===== src/rtl/count_datapath_pkg.sv =====
// Shared constants and helpers for the BCD count datapath and its prescaler.
package count_datapath_pkg;

  localparam int BCD_W       = 8;
  localparam int NUM_STROBES = 6;

  localparam int S0_IDX = 0;
  localparam int S1_IDX = 1;
  localparam int S2_IDX = 2;
  localparam int S3_IDX = 3;
  localparam int S4_IDX = 4;
  localparam int S5_IDX = 5;

  localparam logic [BCD_W-1:0] LIMIT_DEFAULT = 8'h59;

  typedef logic [BCD_W-1:0]       bcd_t;
  typedef logic [NUM_STROBES-1:0] strobe_vec_t;

  // True when two or more strobes are high at once (clears the lowest set bit).
  function automatic logic moreThanOne(input strobe_vec_t s);
    return (s & (s - NUM_STROBES'(1))) != '0;
  endfunction

endpackage


===== src/rtl/count_datapath_tick_prescaler.sv =====
// Free-running prescaler: counts 0..PRESCALE-1 while enabled, TICK marks the wrap cycle.
module tick_prescaler #(
  parameter int PRESCALE = 50_000_000
) (
  input  logic CLK,
  input  logic RESET,
  input  logic ENABLE,
  output logic TICK
);

  localparam int             CW   = $clog2(PRESCALE);
  localparam logic [CW-1:0]  TERM = CW'(PRESCALE - 1);

  logic [CW-1:0] tickCount_q;
  logic [CW-1:0] tickCount_d;

  assign TICK = ENABLE && (tickCount_q == TERM);

  always_comb begin
    tickCount_d = tickCount_q;
    if (ENABLE) begin
      tickCount_d = TICK ? '0 : tickCount_q + CW'(1);
    end
  end

  always_ff @(posedge CLK or negedge RESET) begin
    if (!RESET) begin
      tickCount_q <= '0;
    end else begin
      tickCount_q <= tickCount_d;
    end
  end

endmodule


===== src/rtl/count_datapath.sv =====
// Two-digit BCD count datapath driven one step at a time by an external controller's strobes.
module count_datapath
  import count_datapath_pkg::*;
#(
  parameter int         PRESCALE = 50_000_000,
  parameter logic [7:0] LIMIT    = LIMIT_DEFAULT
) (
  input  logic             CLK,
  input  logic             RESET,
  input  logic             ENABLE,
  input  logic             S0,
  input  logic             S1,
  input  logic             S2,
  input  logic             S3,
  input  logic             S4,
  input  logic             S5,
  output logic             OVERFLOW,
  output logic             CLR,
  output logic [BCD_W-1:0] COUNT,
  output logic             UPDATE,
  output logic             CARRY,
  output logic             ERR
);

  strobe_vec_t strobes;
  logic        multiStrobe;
  logic        s1Act, s2Act, s3Act, s4Act, s5Act;
  logic        tick;

  logic pending_q, pending_d;
  bcd_t work_q,    work_d;
  logic wrap_q,    wrap_d;
  bcd_t count_q,   count_d;
  logic update_q,  update_d;
  logic carry_q,   carry_d;
  logic err_q,     err_d;

  assign strobes     = {S5, S4, S3, S2, S1, S0};
  assign multiStrobe = moreThanOne(strobes);

  // A collision suppresses every strobe, including S1's pending clear.
  assign s1Act = strobes[S1_IDX] && !multiStrobe;
  assign s2Act = strobes[S2_IDX] && !multiStrobe;
  assign s3Act = strobes[S3_IDX] && !multiStrobe;
  assign s4Act = strobes[S4_IDX] && !multiStrobe;
  assign s5Act = strobes[S5_IDX] && !multiStrobe;

  tick_prescaler #(
    .PRESCALE(PRESCALE)
  ) uPrescaler (
    .CLK   (CLK),
    .RESET (RESET),
    .ENABLE(ENABLE),
    .TICK  (tick)
  );

  always_comb begin
    pending_d = pending_q;
    work_d    = work_q;
    wrap_d    = wrap_q;
    count_d   = count_q;
    update_d  = s5Act;
    carry_d   = s5Act && wrap_q;
    err_d     = err_q || multiStrobe || (tick && pending_q && !s1Act);

    if (s1Act) pending_d = 1'b0;
    if (tick)  pending_d = 1'b1;

    if (s1Act) begin
      work_d = count_q;
    end else if (s3Act) begin
      work_d = work_q + 8'h01;
    end else if (s4Act && (work_q[3:0] > 4'd9)) begin
      work_d = work_q + 8'h06;
    end

    if (s2Act) begin
      wrap_d = (work_q == LIMIT);
    end else if (s5Act) begin
      wrap_d = 1'b0;
    end

    if (s5Act) begin
      count_d = wrap_q ? 8'h00 : work_q;
    end
  end

  always_ff @(posedge CLK or negedge RESET) begin
    if (!RESET) begin
      pending_q <= 1'b0;
      work_q    <= 8'h00;
      wrap_q    <= 1'b0;
      count_q   <= 8'h00;
      update_q  <= 1'b0;
      carry_q   <= 1'b0;
      err_q     <= 1'b0;
    end else begin
      pending_q <= pending_d;
      work_q    <= work_d;
      wrap_q    <= wrap_d;
      count_q   <= count_d;
      update_q  <= update_d;
      carry_q   <= carry_d;
      err_q     <= err_d;
    end
  end

  assign OVERFLOW = pending_q;
  assign CLR      = (work_q == LIMIT);
  assign COUNT    = count_q;
  assign UPDATE   = update_q;
  assign CARRY    = carry_q;
  assign ERR      = err_q;

endmodule


===== config.mk =====
export PLATFORM = sky130hd
export DESIGN_NAME = count_datapath
export DESIGN_NICKNAME = d
export VERILOG_FILES = /design/src/rtl/count_datapath_pkg.sv /design/src/rtl/count_datapath_tick_prescaler.sv /design/src/rtl/count_datapath.sv
export SDC_FILE = /design/constraint.sdc
export NUM_CORES = 1
export LEC_CHECK = 0
export BUFFER_PORTS_ARGS = -buffer_cell sky130_fd_sc_hd__clkbuf_2
export CORE_ASPECT_RATIO = 1.75
export CORE_MARGIN = 2
export CORE_UTILIZATION = 60
export DETAILED_ROUTE_END_ITERATION = 10
export PLACE_DENSITY_LB_ADDON = 0.15
export SYNTH_ARGS = -nofsm -noshare
export SYNTH_HDL_FRONTEND = slang
export SYNTH_SLANG_ARGS = --single-unit

===== constraint.sdc =====
create_clock -name CLK -period 4.5 [get_ports CLK]
set_input_delay 0.675 -clock CLK [delete_from_list [all_inputs] [get_ports CLK]]
set_output_delay 0.675 -clock CLK [all_outputs]
set_load 0.005 [all_outputs]

* After elaboration in Yosys (flattened, before gate mapping)
Index checks and enable logic that the tools add are counted.
** Cells by class
- Add/sub/neg operators :: 4
- Divide/modulo/power cells :: 0
- Order comparisons :: 1
- Reduce and logical (&&, ||, !) cells :: 18
- Multiplexer cells :: 9
- Eq/ne operators :: 2
- Shift operators :: 0
- Bitwise operators :: 1
- $mul :: 0
** Operator list (number)
- 8-bit 2-to-1 mux :: 4
- 26-bit by 1-bit adder with 26-bit output (second input constant) :: 1
- 26-bit equality test (second input constant) :: 1
- 26-bit 2-to-1 mux :: 1
- 1-bit logical AND :: 10
- 8-bit by 1-bit adder with 8-bit output (second input constant) :: 1
- 8-bit by 3-bit adder with 8-bit output (second input constant) :: 1
- 8-bit by 7-bit equality test with 1-bit output (second input constant) :: 1
- 6-bit AND :: 1
- 6-bit nonzero test :: 1
- 6-bit by 1-bit subtractor with 6-bit output (second input constant) :: 1
- 4-bit greater-than comparator (second input constant) :: 1
- 1-bit 2-to-1 mux :: 4
- 2-bit nonzero test :: 2
- 3-bit nonzero test :: 1
- 1-bit logical NOT :: 2
- 1-bit logical OR :: 2
** Storage, ports and cells
- Memories kept :: 0
- Latch bits :: 0
- Flip-flop bits (word level) :: 47
- Bits in read-only memories :: 0
- Word-level logic and storage cells :: 43
- Memory bits (writable) :: 0
- Output and inout port bits :: 13

* Depth between registers and ports, before layout
Gate-level depths: netlist of the first run.
- Depth in word-level cells :: 9
- Gate-level depth with buffers :: 8
- Depth with buffers taken out :: 7

* Cells and area by module
From an unflattened synthesis of the first run, not the netlist that was laid out.
** Second synthesis, totals
- Cells, all modules :: 266
- Area, all modules :: 2581.2 µm²
** By module, submodules not included
- tick_prescaler :: times used 1, area each 1378.8 µm², seq. area each 650.6 µm², cells each 136
- count_datapath :: times used 1, area each 1202.4 µm², seq. area each 525.5 µm², cells each 130

* Least setup slack after synthesis of the first run
OpenSTA, ideal clock, no wires.
- Path type :: input -> register
- Start :: in S3
- End :: reg work_q[5]
- Data arrival time :: 2229 ps
- Path slack :: 2184 ps
- Cell stages on the path :: 7
- Cell sequence :: buf_6 -> or4_4 -> or3b_1 -> buf_6 -> buf_8 -> o211a_1 -> a211oi_2
** On the way
- Cells in the longest elaborated chain, start to end :: 7
- Elaborated cells on any way between the ends :: 11
** Ends and longest elaborated chain
- start: declaration :: line count_datapath.sv:14 : input logic S3,
- 6-bit by 1-bit subtractor with 6-bit output :: line count_datapath_pkg.sv:21 : return (s & (s - NUM_STROBES'(1))) != '0;
- 6-bit AND :: line count_datapath_pkg.sv:21
- 6-bit nonzero test :: line count_datapath_pkg.sv:21
- 1-bit logical NOT :: line count_datapath.sv:42, count_datapath.sv:44, count_datapath.sv:45
- 1-bit logical AND (on tied branches) :: line count_datapath.sv:44, count_datapath.sv:45
- 8-bit 2-to-1 mux / 1-bit logical AND (equally long branches) :: line count_datapath.sv:71, count_datapath.sv:73
- 8-bit 2-to-1 mux / 3-bit nonzero test (equally long branches)
- end signal: assignment :: line count_datapath.sv:99 : work_q <= work_d;
- end: declaration :: line count_datapath.sv:31 : bcd_t work_q, work_d;
Parallel ways exist; a longest one is shown, timed or not.
A chain may end at the register's enable or synchronous reset.

* Final worst setup path of the first run
- Start :: in ENABLE
- End :: reg uPrescaler.tickCount_q[0]
** On the way
- Cells in the longest elaborated chain, start to end :: 2
** Ends and longest elaborated chain
- start: declaration :: line count_datapath.sv:10 : input logic ENABLE,
- 1-bit logical AND :: line count_datapath_tick_prescaler.sv:17 : assign TICK = ENABLE && (tickCount_q == TERM);
- 26-bit 2-to-1 mux :: line count_datapath_tick_prescaler.sv:22 : tickCount_d = TICK ? '0 : tickCount_q + CW'(1);
- end signal: assignment :: line count_datapath_tick_prescaler.sv:30 : tickCount_q <= tickCount_d;
- end: declaration :: line count_datapath_tick_prescaler.sv:14 : logic [CW-1:0] tickCount_q;
Parallel ways exist; a longest one is shown, timed or not.

==> run_results.csv, run 1 <==
group,metric,value,unit
pwr,swShare,32.54,%
logic_synthesis,synth_nets,272,
pwr,p_switching,0.0003669,W
pwr,pwr-share-clk,23.7,%
global_route,grt_use_total,24.65,%
floorplanning,dieHeight,89.82,um
worst_setup_path,slowest_delay,0.74,ns
logic_synthesis,synth_area_leaders,"dfrtp_1 47%, xnor2_1 4.9%, nor2_1 4.2%",
global_route,antenna_found_initial,0,
sta,setup_viol,0,
logic_synthesis,syn_avg_cell_area,9.825,sq um
routing,routed_wl,5.191,mm
logic_synthesis,yosysMostFrequentCell,"dfrtp_1",
worst_setup_path,path_max_fanout,9,
sta,fin_ws,2.161,ns
logic_synthesis,ys_async_sr_fraction,100.0,%
logic_synthesis,synth_xor_xnor_area_share,8.325,%
logic_synthesis,synth.distinct_cells,53,
status,outcome,"completed",
logic_synthesis,synth_top_family_by_area,"simple AND/OR/NAND/NOR gates",
logic_synthesis,ys_seq_elements,47,
logic_synthesis,synth_common_cells,"47 x dfrtp_1, 28 x nor2_1, 26 x nand2_1",
clocking,cts_sinks,47,
cells_and_area,syn_to_final_growth,9.118,%
placement,dp_cells,322,
pwr,p_seq_share,50.8,%
sta,worst_slew_pin_slew,0.9382,ns
sta,fmax,427.5,MHz
clocking,post_cts_buffers,0,
clocking,htreeDepth,2,
placement,post-place-ws,1.827,ns
sta,skew,0.005164,ns
floorplanning,die_area,4763,sq um
placement,hpwlAfterDp,3.931,mm
routing,drc,0,
sta,slew_headroom,36.97,%
logic_synthesis,synth_compound_area_share,12.09,%
logic_synthesis,synthFlopType,"dfrtp_1",
global_route,grt_max_degree,48,
worst_setup_path,worst_setup_path_start_kind,"primary input",
clocking,cts_root_buf,"clkbuf_8",
placement,port_buffers,21,
logic_synthesis,synth-adder-area-share,3.370,%
global_route,use_met3,4.485,%
global_route,grt_pass1_vias,1947,
sta,hold_slack,0.4591,ns
clocking,cts_buffers,5,
floorplanning,io_pins,22,
worst_setup_path,cp.required,4.68,ns
clocking,insertion_delay,0.29,ns
pwr,combPwrFrac,25.5,%
sta,slew_violations,0,
floorplanning,rows,31,
routing,post_drt_wl_per_cell,15.73,um
sta,finalHoldViolCount,0,
placement,place_congestion,0.8892,
clocking,cts.hold.buffers_added,0,
pwr,pwr_density_cell,409.3,nW/um^2
sta,period_needed,2.339,ns
routing,ant_nets,0,
worst_setup_path,end_kind,"flip-flop",
routing,drt-pass1-iter-count,4,
flow_run,maxCapViolations,0,
sta,grt_setup_unrepaired,"false",
logic_synthesis,ys_warn_count,0,
worst_setup_path,slowest_stage,"nor4_2",
sta,fin_crit_sh,51.98,%
logic_synthesis,synth_edf_count,0,
pwr,ir_drop,0.3588,mV
clocking,cts_buffer_depth,2,
routing,drt_iter0_markers,65,
cells_and_area,stdcell_count,330,
logic_synthesis,synth_cells,257,
global_route,grt_overflow_total,0,
floorplanning,die-width,53.04,um
logic_synthesis,synthSimpleGateAreaFrac,23.74,%
global_route,grt.met1_usage,26.07,%
min_path,holdCritPathClass,"primary input to asynchronous set/reset pin",
floorplanning,start_util,62.00,%
global_route,grt_pass1_wl,8.721,mm
logic_synthesis,yosysSeqAreaShare,46.58,%
routing,vias,1995,
pwr,p_int,0.0007606,W
global_route,grt_use_met2,44.90,%
cells_and_area,drive_gt1_share,13.52,%
cells_and_area,fin_nets,295,
global_route,busiest_layer,"met2",
pwr,power,0.001128,W
cells_and_area,fillers,354,
logic_synthesis,muxShareOfSynthArea,2.081,%
worst_setup_path,crit_arrival,2.52,ns
routing,vias_per_cell,6.045,
worst_setup_path,worstPathCellList,"clkbuf_2 -> and4_1 -> nand3_1 -> nor4_2 -> buf_4 -> nor2_1 -> mux2_2",
logic_synthesis,yosysTopAreaCell,"dfrtp_1",
floorplanning,core,4073,sq um
pwr,power_leakage,1.279,nW
logic_synthesis,synth.cell_area,2525,sq um
clocking,clkSlewWorstSetupHoldPaths,0.08,ns
clocking,cts_tree,"built",
worst_setup_path,path_class,"primary input to flip-flop",
cells_and_area,num_antenna_cells,0,
clocking,ctsResizeCount,0,
logic_synthesis,synth.top_cell.area_share,46.58,%
sta,finalSetupTns,0,ns
-- logic make-up after synthesis --
family                     count (synthesis)
and+or+nand+nor                          114
muxes                                      5
adders and majority gates                  7
AOI/OAI and AO/OA                         42
buffers and inverters                     18
xor gates and xnor gates                  24
DFF                                       47
-- sequential cells by signal (all words and copies together) (netlist names) --
name and flops:
CARRY 1, OVERFLOW 1, wrap_q 1, ERR 1, uPrescaler.tickCount_q 26, work_q 8
COUNT 8, UPDATE 1
-- worst paths after layout --
path                                           startpoint                         end  slack (ns)  cells after the start
worst max-delay path                               ENABLE   uPrescaler.tickCount_q[0]        2.16                      7
worst min-delay path                                RESET  uPrescaler.tickCount_q[23]        0.46                      2
worst max register to register  uPrescaler.tickCount_q[9]   uPrescaler.tickCount_q[0]        2.25                      6
worst min register to register                        ERR                         ERR        0.50                      2
max in group asynchronous                           RESET                    COUNT[7]        3.64                      2
min in group CLK                                      ERR                         ERR        0.50                      2
-- power by group through the flow --
stage	Clock [W]	Combinational [W]	Sequential, W
after floorplan	0	0.000207	0.000558
after global placement	0	0.000278	0.000579
after detailed placement	0	0.000292	0.000579
after CTS	0.000278	0.000293	0.000571
after global routing	0.000295	0.000330	0.000581
final	0.000268	0.000288	0.000572
-- critical path, delay by kind of cell --
family / cells / cell delay, ns
buffers and inverters: 2 / 0.42
AND/OR/NAND/NOR: 4 / 1.17
multiplexers: 1 / 0.25
-- metrics by stage --
step | util (%) | cell area (sq um)
5_1_grt | 67.65 | 2755
3_5_place_dp | 65.19 | 2655
3_3_place_gp | 65.19 | 2655
2_1_floorplan | - | 2525
6_report | 67.65 | 2755
4_1_cts | 67.65 | 2755
-- cells in the final DEF (no fill, tap or decap), types with 3 or more instances in the layout --
master,n
a21oi_1,4
mux2i_1,3
clkbuf_2,21
o21ai_0,9
nand2_1,26
dfrtp_1,47
xnor2_1,14
nand3_1,17
o211ai_1,3
and3_1,6
inv_1,10
clkbuf_8,7
nand4_1,9
nor2_1,28
o31ai_1,7
and4_1,3
nor3_1,3
nor2b_1,3
xor2_1,10
buf_4,3
ha_1,6
-- layout make-up --
cell class	instances	area, sq um	share of cell area [%]
multi-input cells	192	1252	45.46
flip-flops and latches	47	1176	42.69
repair buffers	24	127.6	4.632
clock buffers	8	100.1	3.633
well taps	49	61.31	2.225
inverters	10	37.54	1.362
-- layer usage --
metal  vias to the layer above  wire length, um
li1                        965                -
met1                       976             1953
met2                        41             2932
met3                        13              133
met4                         0              172
met5                         -                0
(Power assumes the default switching activity.)
==> run 2, diff against run 1 <==
Settings changed: CORE_UTILIZATION 60 to 53.
Clock period 4.5 ns to 2.1 ns, I/O delays scaled along.
==> run_results.csv, run 2 (synthesis gave the netlist of run 1 again) <==
group,metric,value,unit
placement,post-place-ws,-0.004252,ns
sta,grt_setup_unrepaired,"false",
worst_setup_path,path_class,"flip-flop to flip-flop",
global_route,grt_pass1_vias,1986,
clocking,clkSlewWorstSetupHoldPaths,0.10,ns
routing,drc,0,
clocking,cts_root_buf,"clkbuf_8",
routing,drt-pass1-iter-count,4,
placement,place_congestion,0.8612,
clocking,cts_sinks,47,
pwr,pwr_density_cell,901.6,nW/um^2
sta,skew,0.01456,ns
sta,setup_viol,0,
clocking,ctsResizeCount,0,
clocking,htreeDepth,2,
clocking,cts_buffers,5,
routing,dr_wl_met2,3.002,mm
sta,worst_slew_pin_slew,0.5756,ns
placement,dp_cells,341,
sta,fmax,527.9,MHz
cells_and_area,stdcell_count,349,
worst_setup_path,end_kind,"flip-flop",
cells_and_area,layout.cells.most_common,"dfrtp_1",
routing,met1_length,1.976,mm
pwr,pwr-share-clk,29.7,%
placement,hpwlAfterDp,3.987,mm
sta,slew_violations,0,
worst_setup_path,path_max_fanout,11,
pwr,p_switching,0.0007995,W
cells_and_area,fillers,403,
sta,slew_headroom,61.62,%
worst_setup_path,r2r_end,"work_q[1]",
pwr,p_seq_share,46.1,%
worst_setup_path,timing.rr.start,"work_q[0]",
sta,finalHoldViolCount,0,
cells_and_area,regMostFlops,"uPrescaler.tickCount_q",
floorplanning,die-width,56.18,um
floorplanning,dieHeight,95.31,um
cells_and_area,fin_nets,311,
worst_setup_path,worst_setup_path_start_kind,"flip-flop",
routing,ant_nets,0,
cells_and_area,largest_reg_flops,26,
routing,vias,2029,
worst_setup_path,crit_arrival,2.08,ns
global_route,grt_pass1_wl,9.239,mm
sta,fin_crit_sh,90.21,%
clocking,cts_buffer_depth,2,
floorplanning,die_area,5354,sq um
sta,period_needed,1.894,ns
pwr,combPwrFrac,24.2,%
pwr,ir_drop,0.7050,mV
floorplanning,start_util,54.60,%
routing,wl_met3,118,um
sta,finalSetupTns,0,ns
floorplanning,rows,33,
pwr,swShare,30.46,%
sta,hold_slack,0.07069,ns
clocking,post_cts_buffers,0,
floorplanning,io_pins,22,
routing,vias_per_cell,5.814,
routing,routed.top_layer,"met4",
cells_and_area,num_antenna_cells,0,
pwr,power,0.002625,W
pwr,power_leakage,1.370,nW
worst_setup_path,reg2reg_depth,9,
worst_setup_path,reg2reg_slack,0.21,ns
worst_setup_path,cp.required,2.29,ns
cells_and_area,final_cell_mix,"47 x dfrtp_1, 28 x nor2_1, 26 x nand2_1",
routing,drt_iter0_markers,66,
pwr,p_int,0.001826,W
min_path,holdCritPathClass,"primary input to asynchronous set/reset pin",
sta,fin_ws,0.2055,ns
global_route,grt_max_degree,48,
clocking,insertion_delay,0.30,ns
status,outcome,"completed",
floorplanning,core,4624,sq um
global_route,grt_use_total,22.07,%
placement,port_buffers,21,
cells_and_area,drive_gt1_share,18.18,%
global_route,grt_overflow_total,0,
flow_run,maxCapViolations,0,
clocking,cts_tree,"built",
routing,post_drt_wl_per_cell,14.95,um
routing,routed_wl,5.219,mm
global_route,antenna_found_initial,0,
clocking,cts.hold.buffers_added,0,
cells_and_area,syn_to_final_growth,15.31,%
[run 2: power by group through the flow]
| stage | Combinational [W] | Sequential (W) | Clock [W] |
|---|---|---|---|
| 2_1_floorplan | 0.000443 | 0.00120 | 0 |
| 3_3_place_gp | 0.000630 | 0.00123 | 0 |
| 3_5_place_dp | 0.000643 | 0.00123 | 0 |
| 4_1_cts | 0.000644 | 0.00121 | 0.000800 |
| 5_1_grt | 0.000734 | 0.00124 | 0.000824 |
| 6_report | 0.000635 | 0.00121 | 0.000779 |
[run 2: metal layers]
metal  global-route usage, %  vias to the layer above
li1                        -                     1002
met1                   23.45                      987
met2                   43.24                       32
met3                   2.578                        8
met4                   8.929                        0
met5                       0                        -
[run 2: critical path, stage by stage, from the launching register on]
cell	delay, ns
dfrtp_1	0.42
inv_1	0.12
ha_1	0.18
nor2_1	0.05
o211a_1	0.20
o311ai_1	0.22
buf_4	0.22
buf_4	0.14
mux2i_1	0.17
nor2_1	0.06
[run 2: per-stage QoR]
step / utilization, % / area [sq um]
2_1_floorplan: - / 2525
3_3_place_gp: 60.09 / 2779
3_5_place_dp: 60.09 / 2779
4_1_cts: 62.96 / 2912
5_1_grt: 62.96 / 2912
6_report: 62.96 / 2912
[run 2: worst max-delay path by stage]
stage           endpoint  cells after the start  slack (ns)      start
2_1_floorplan  work_q[5]                      7        0.14         S3
5_1_grt        work_q[1]                      9        0.04  work_q[0]
3_5_place_dp   work_q[4]                      7      -0.004         S3
6_report       work_q[1]                      9        0.21  work_q[0]
3_3_place_gp   work_q[4]                      7        0.04         S3
4_1_cts        work_q[4]                      8        0.20  work_q[0]
[run 2: layout make-up]
| cell class | count | area [sq um] | share of cell area [%] |
|---|---|---|---|
| repair buffers | 40 | 247.7 | 8.509 |
| multi-input cells | 192 | 1252 | 43.02 |
| clock buffers | 6 | 72.57 | 2.492 |
| flip-flops and latches | 47 | 1176 | 40.40 |
| well taps | 52 | 65.06 | 2.235 |
| inverters | 10 | 37.54 | 1.289 |
| clock inverters | 2 | 60.06 | 2.063 |
